--- src/rtl/fft_pkg.sv ---
// fft_pkg: shared constants, types and helpers for the FFT output streamer.
//   N       word width exponent, W = 2**N (two's complement words)
//   NPOINT  bins per frame (fixed at 8), IDX_W bits of bin index
//   state_t streamer FSM encoding (IDLE=0, STREAM=1)
//   bin_off bit offset of bin k inside a parallel 8*W frame bus
package fft_pkg;
  localparam int N      = 4;
  localparam int W      = 2 ** N;
  localparam int NPOINT = 8;
  localparam int IDX_W  = 3;
  localparam logic [IDX_W-1:0] LAST_IDX = IDX_W'(NPOINT - 1);

  typedef enum logic {
    IDLE   = 1'b0,
    STREAM = 1'b1
  } state_t;

  function automatic int bin_off(input int k);
    return W * k;
  endfunction
endpackage

--- src/rtl/fft_bin_bank.sv ---
// fft_bin_bank: 8 x complex W-bit register file holding one FFT frame.
// Ports:
//   clk, rst        clock, synchronous active-high clear of all bins
//   capture         load all 8 bins from in_real/in_image this edge
//   in_real/in_image 8*W parallel frame, bin k at [W*k +: W]
//   sel             bin read select
//   rd_real/rd_image selected bin (read straight from the registers)
module fft_bin_bank
  import fft_pkg::*;
(
  input  logic                  clk,
  input  logic                  rst,
  input  logic                  capture,
  input  logic [NPOINT*W-1:0]   in_real,
  input  logic [NPOINT*W-1:0]   in_image,
  input  logic [IDX_W-1:0]      sel,
  output logic [W-1:0]          rd_real,
  output logic [W-1:0]          rd_image
);
  logic [W-1:0] in_re_bin [NPOINT];
  logic [W-1:0] in_im_bin [NPOINT];
  logic [W-1:0] re_reg    [NPOINT];
  logic [W-1:0] im_reg    [NPOINT];

  generate
    for (genvar gi = 0; gi < NPOINT; gi++) begin : g_slice
      assign in_re_bin[gi] = in_real[bin_off(gi) +: W];
      assign in_im_bin[gi] = in_image[bin_off(gi) +: W];
    end
  endgenerate

  always_ff @(posedge clk) begin
    if (rst) begin
      for (int k = 0; k < NPOINT; k++) begin
        re_reg[k] <= '0;
        im_reg[k] <= '0;
      end
    end else if (capture) begin
      for (int k = 0; k < NPOINT; k++) begin
        re_reg[k] <= in_re_bin[k];
        im_reg[k] <= in_im_bin[k];
      end
    end
  end

  assign rd_real  = re_reg[sel];
  assign rd_image = im_reg[sel];
endmodule

--- src/rtl/fft_bin_streamer.sv ---
// fft_bin_streamer: captures one parallel frame of 8 complex FFT bins and
// streams it out one bin per beat (bin 0..7) over valid/ready.
// Ports:
//   clk, rst             clock, synchronous active-high reset
//   load, load_ready     frame offer / block can take a frame this cycle
//   in_real, in_image    8*W parallel frame, bin k at [W*k +: W]
//   out_valid, out_ready beat handshake
//   out_real, out_image  current bin, out_index its number
//   out_last             high on the bin 7 beat
// Optional: define FFT_STREAM_CONJ_EN to emit the saturated negation of the
// imaginary part (conjugate output for IFFT-by-conjugation).
module fft_bin_streamer
  import fft_pkg::*;
(
  input  logic                clk,
  input  logic                rst,
  input  logic                load,
  output logic                load_ready,
  input  logic [NPOINT*W-1:0] in_real,
  input  logic [NPOINT*W-1:0] in_image,
  output logic                out_valid,
  input  logic                out_ready,
  output logic [W-1:0]        out_real,
  output logic [W-1:0]        out_image,
  output logic [IDX_W-1:0]    out_index,
  output logic                out_last
);
  state_t            state_reg, state_next;
  logic [IDX_W-1:0]  idx_reg, idx_next;
  logic              capture;
  logic              fire;
  logic              accept;
  logic [W-1:0]      bin_image;

  always_ff @(posedge clk) begin
    if (rst) begin
      state_reg <= IDLE;
      idx_reg   <= '0;
    end else begin
      state_reg <= state_next;
      idx_reg   <= idx_next;
    end
  end

  always_comb begin
    state_next = state_reg;
    idx_next   = idx_reg;
    capture    = 1'b0;
    fire       = (state_reg == STREAM) && out_ready;
    // A new frame may land in the same cycle the last beat leaves.
    load_ready = (state_reg == IDLE) || (fire && idx_reg == LAST_IDX);
    accept     = load && load_ready;
    case (state_reg)
      IDLE: begin
        if (accept) begin
          capture    = 1'b1;
          state_next = STREAM;
          idx_next   = '0;
        end
      end
      STREAM: begin
        if (fire) begin
          if (idx_reg == LAST_IDX) begin
            idx_next = '0;
            if (accept) begin
              capture = 1'b1;
            end else begin
              state_next = IDLE;
            end
          end else begin
            idx_next = idx_reg + IDX_W'(1);
          end
        end
      end
      default: begin
        state_next = IDLE;
        idx_next   = '0;
      end
    endcase
  end

  fft_bin_bank u_bank (
    .clk      (clk),
    .rst      (rst),
    .capture  (capture),
    .in_real  (in_real),
    .in_image (in_image),
    .sel      (idx_reg),
    .rd_real  (out_real),
    .rd_image (bin_image)
  );

`ifdef FFT_STREAM_CONJ_EN
  localparam logic [W-1:0] MOST_NEG = {1'b1, {(W-1){1'b0}}};
  localparam logic [W-1:0] MOST_POS = {1'b0, {(W-1){1'b1}}};
  // Most-negative has no positive counterpart; clamp instead of wrapping.
  assign out_image = (bin_image == MOST_NEG) ? MOST_POS : (~bin_image + W'(1));
`else
  assign out_image = bin_image;
`endif

  assign out_valid = (state_reg == STREAM);
  assign out_index = idx_reg;
  assign out_last  = out_valid && (idx_reg == LAST_IDX);
endmodule
--- config.mk ---
export PLATFORM = sky130hd
export DESIGN_NAME = fft_bin_streamer
export DESIGN_NICKNAME = d
export VERILOG_FILES = /design/src/rtl/fft_pkg.sv /design/src/rtl/fft_bin_bank.sv /design/src/rtl/fft_bin_streamer.sv
export SDC_FILE = /design/constraint.sdc
export NUM_CORES = 1
export LEC_CHECK = 0
export BUFFER_PORTS_ARGS = -buffer_cell sky130_fd_sc_hd__buf_2
export CORE_ASPECT_RATIO = 2
export CORE_MARGIN = 5
export CORE_UTILIZATION = 25
export DETAILED_ROUTE_END_ITERATION = 12
export PLACE_DENSITY = 0.46
export SYNTH_ARGS = -nofsm -noshare
export SYNTH_HDL_FRONTEND = slang
export SYNTH_SLANG_ARGS = --single-unit
export TNS_END_PERCENT = 100
--- constraint.sdc ---
create_clock -name clk -period 7.4 [get_ports clk]
set_clock_uncertainty 0.15 [all_clocks]
set_input_delay 0 -clock clk [delete_from_list [all_inputs] [get_ports clk]]
set_output_delay 0 -clock clk [all_outputs]
set_load 0.02 [all_outputs]
==> results_dict.tcl <==
set metrics [dict create \
    drt_iter0_drc 282 \
    crit_type "reg -> out" \
    dp_hpwl_mm 21.66 \
    drcViolationCount 0 \
    ctsResizeCount 0 \
    min_period_ns 3.341 \
    worstHoldPathType "in -> reg" \
    internal_power_w 0.002751 \
    min_period_over_period_pct 45.14 \
    final_common_cell "buf_2" \
    nFillCells 4528 \
    clk_path_buf_depth 3 \
    numPortBuffers 297 \
    yosys.area.top_type "edfxtp_1" \
    cts-root-buf "clkbuf_16" \
    vias_per_cell 4.137 \
    worstMarginPinSlew_ns 1.137 \
    ff_latch_area_mm2 0.007836 \
    firstDrtPassIters 4 \
    switching_share_pct 22.40 \
    vias 7744 \
    num_rows 112 \
    setup_viol 0 \
    max_freq_mhz 299.4 \
    ir_worst_vdd_v 0.0001548 \
    synth_area_per_cell_um2 17.44 \
    gp_congestion 0.7209 \
    ys_types 19 \
    core_mm2 0.04680 \
    area_growth_pct 47.27 \
    multi_input_area_mm2 0.003775 \
    cp_data_arrival_time_ns 3.19 \
    relSlewSlack_pct 24.23 \
    powerDensity_mw_per_mm2 203.6 \
    cts_tree "done" \
    final_cell_mix "buf_2 (297), dlygate4sd3_1 (259), edfxtp_1 (256)" \
    die_h_um 317.5 \
    die_area_mm2 0.05200 \
    ys_seq_elements 263 \
    layout-drive-gt1-share_pct 30.47 \
    grt_max_degree 117 \
    fin_tns_setup_ns 0 \
    yosys-top-cells-area "edfxtp_1 (65%), mux4_1 (14%), and2_1 (10%)" \
    drt-total-wl_mm 34.24 \
    power_frac_clock_pct 37.9 \
    post_drt_wl_per_cell_um 18.29 \
    yosysSeqAreaShare_pct 66.22 \
    grt_pass1_vias 8913 \
    dieWidth_um 163.8 \
    start_kind "register" \
    grt_pass1_wl_mm 50.60 \
    post_cts_buffers 0 \
    status "finished clean" \
    crit_required_ns 7.25 \
    cts_sinks 263 \
    synth_nets 940 \
    rsz0062_at_grt "no" \
    syn_inst 678 \
    synthesis.area_mm2 0.01182 \
    leakage_nw 7.087 \
    clkTransAtPathRegs_ns 0.06 \
    hold_viol 0 \
    detail-route-antenna-nets 0 \
    clock_latency_ns 0.56 \
    p_sw_w 0.0007939 \
    nets 1486 \
    io_pins 298 \
    cts_inserted_buffers 26 \
    ys.warnings.count 0 \
    htreeDepth 1 \
    pwr-share-comb_pct 11.7 \
    grt-ovfl-total 0 \
    synth_top_area_share_pct 65.03 \
    grt_usage_pct 12.82 \
    antenna_found_initial 6 \
    start_util_pct 25.26 \
    cap_violations 0 \
    worst_setup_path_end_kind "output pin" \
    path_max_fanout 34 \
    slew_violations 0 \
    p_seq_share_pct 50.4 \
    final_util_pct 37.20 \
]
==> Yosys cell counts <==
library cell  count
buf_6             7
clkbuf_2          1
a32oi_1           3
mux2_2           32
nor2b_1          64
and2_1          193
edfxtp_1        256
clkbuf_1         30
a21o_1            1
buf_2             2
nor3b_2           1
nor2_1            6
mux2i_1           1
mux4_1           64
a21boi_1          1
ha_1              2
dfxtp_1           7
inv_1             1
buf_1             6
==> critical path, cell delays in order, from the launching register on <==
cell and delay (ns):
dfxtp_4 0.76, buf_4 0.67, mux4_1 0.72, mux2_2 0.29, buf_2 0.16
==> worst paths after layout <==
kind	start	endpoint	slack, ns	depth (start not counted)
max	register	out_real[0]	4.06	4
max reg2reg	out_index[0]$_SDFFE_PP0P_	u_bank.re_reg[6][4]$_SDFFCE_PP0P_	4.25	6
min reg2reg	out_index[2]$_SDFFE_PP0P_	out_index[2]$_SDFFE_PP0P_	0.43	2
min	rst	out_valid$_SDFF_PP0_	0.08	3
==> cells by family after synthesis <==
| kind of cell | synth area share [%] |
|---|---|
| buffers and inverters | 1.969 |
| DFF | 66.22 |
| and+or+nand+nor | 13.90 |
| adders and majority gates | 0.2117 |
| muxes | 17.36 |
| AOI/OAI and AO/OA | 0.3494 |
==> layout make-up <==
cell class                      count  share of cell area, %
Clock inverter                     18                  1.092
Timing Repair Buffer              564                  23.85
Tap cell                          627                  4.506
Sequential cell                   263                  45.01
Multi-Input combinational cell    368                  21.68
Inverter                            1                0.02156
Antenna cell                        1                0.01437
Clock buffer                       30                  3.823
==> per-layer routing <==
metal  wire length, um  part of all wire [%]  global-route usage (%)  up-vias
met5                46                  0.13                       0        -
met4              1400                   4.1                   5.672        8
met3              1802                   5.3                   2.344       71
met2             18460                    54                   23.99      247
met1             12530                    37                   13.75     3746
li1                  -                     -                       -     3672
==> power groups by stage <==
stage / Sequential [W] / Clock, W / Combinational, W
detailed placement: 0.00182 / 0 / 0.000310
global placement: 0.00182 / 0 / 0.000306
CTS: 0.00179 / 0.00141 / 0.000423
global route: 0.00180 / 0.00146 / 0.000450
floorplan: 0.00182 / 0 / 0.000178
finish: 0.00179 / 0.00134 / 0.000414
==> stage by stage <==
stage / cells / setup WS, ns / cell area [um2] / hold WS, ns / total power (W)
2_1_floorplan: 678 / 0.3564 / 11820 / -0.02933 / 0.001999
6_report: 1872 / 4.059 / 17410 / 0.08197 / 0.003544
4_1_cts: 1871 / 3.893 / 17410 / 0.05503 / 0.003620
3_5_place_dp: 1564 / 4.192 / 13960 / 0.1281 / 0.002131
5_1_grt: 1871 / 3.853 / 17410 / 0.08444 / 0.003710
3_3_place_gp: 1564 / 4.321 / 13960 / 0.1269 / 0.002121
==> repair_timing <==
| action | CTS | global route |
|---|---|---|
| endpoints found under the hold margin | 263 | 0 |
| endpoints found under the setup margin | 0 | 0 |
| hold buffers | 259 | 0 |
No activity file was read; power rests on OpenSTA's default activity.
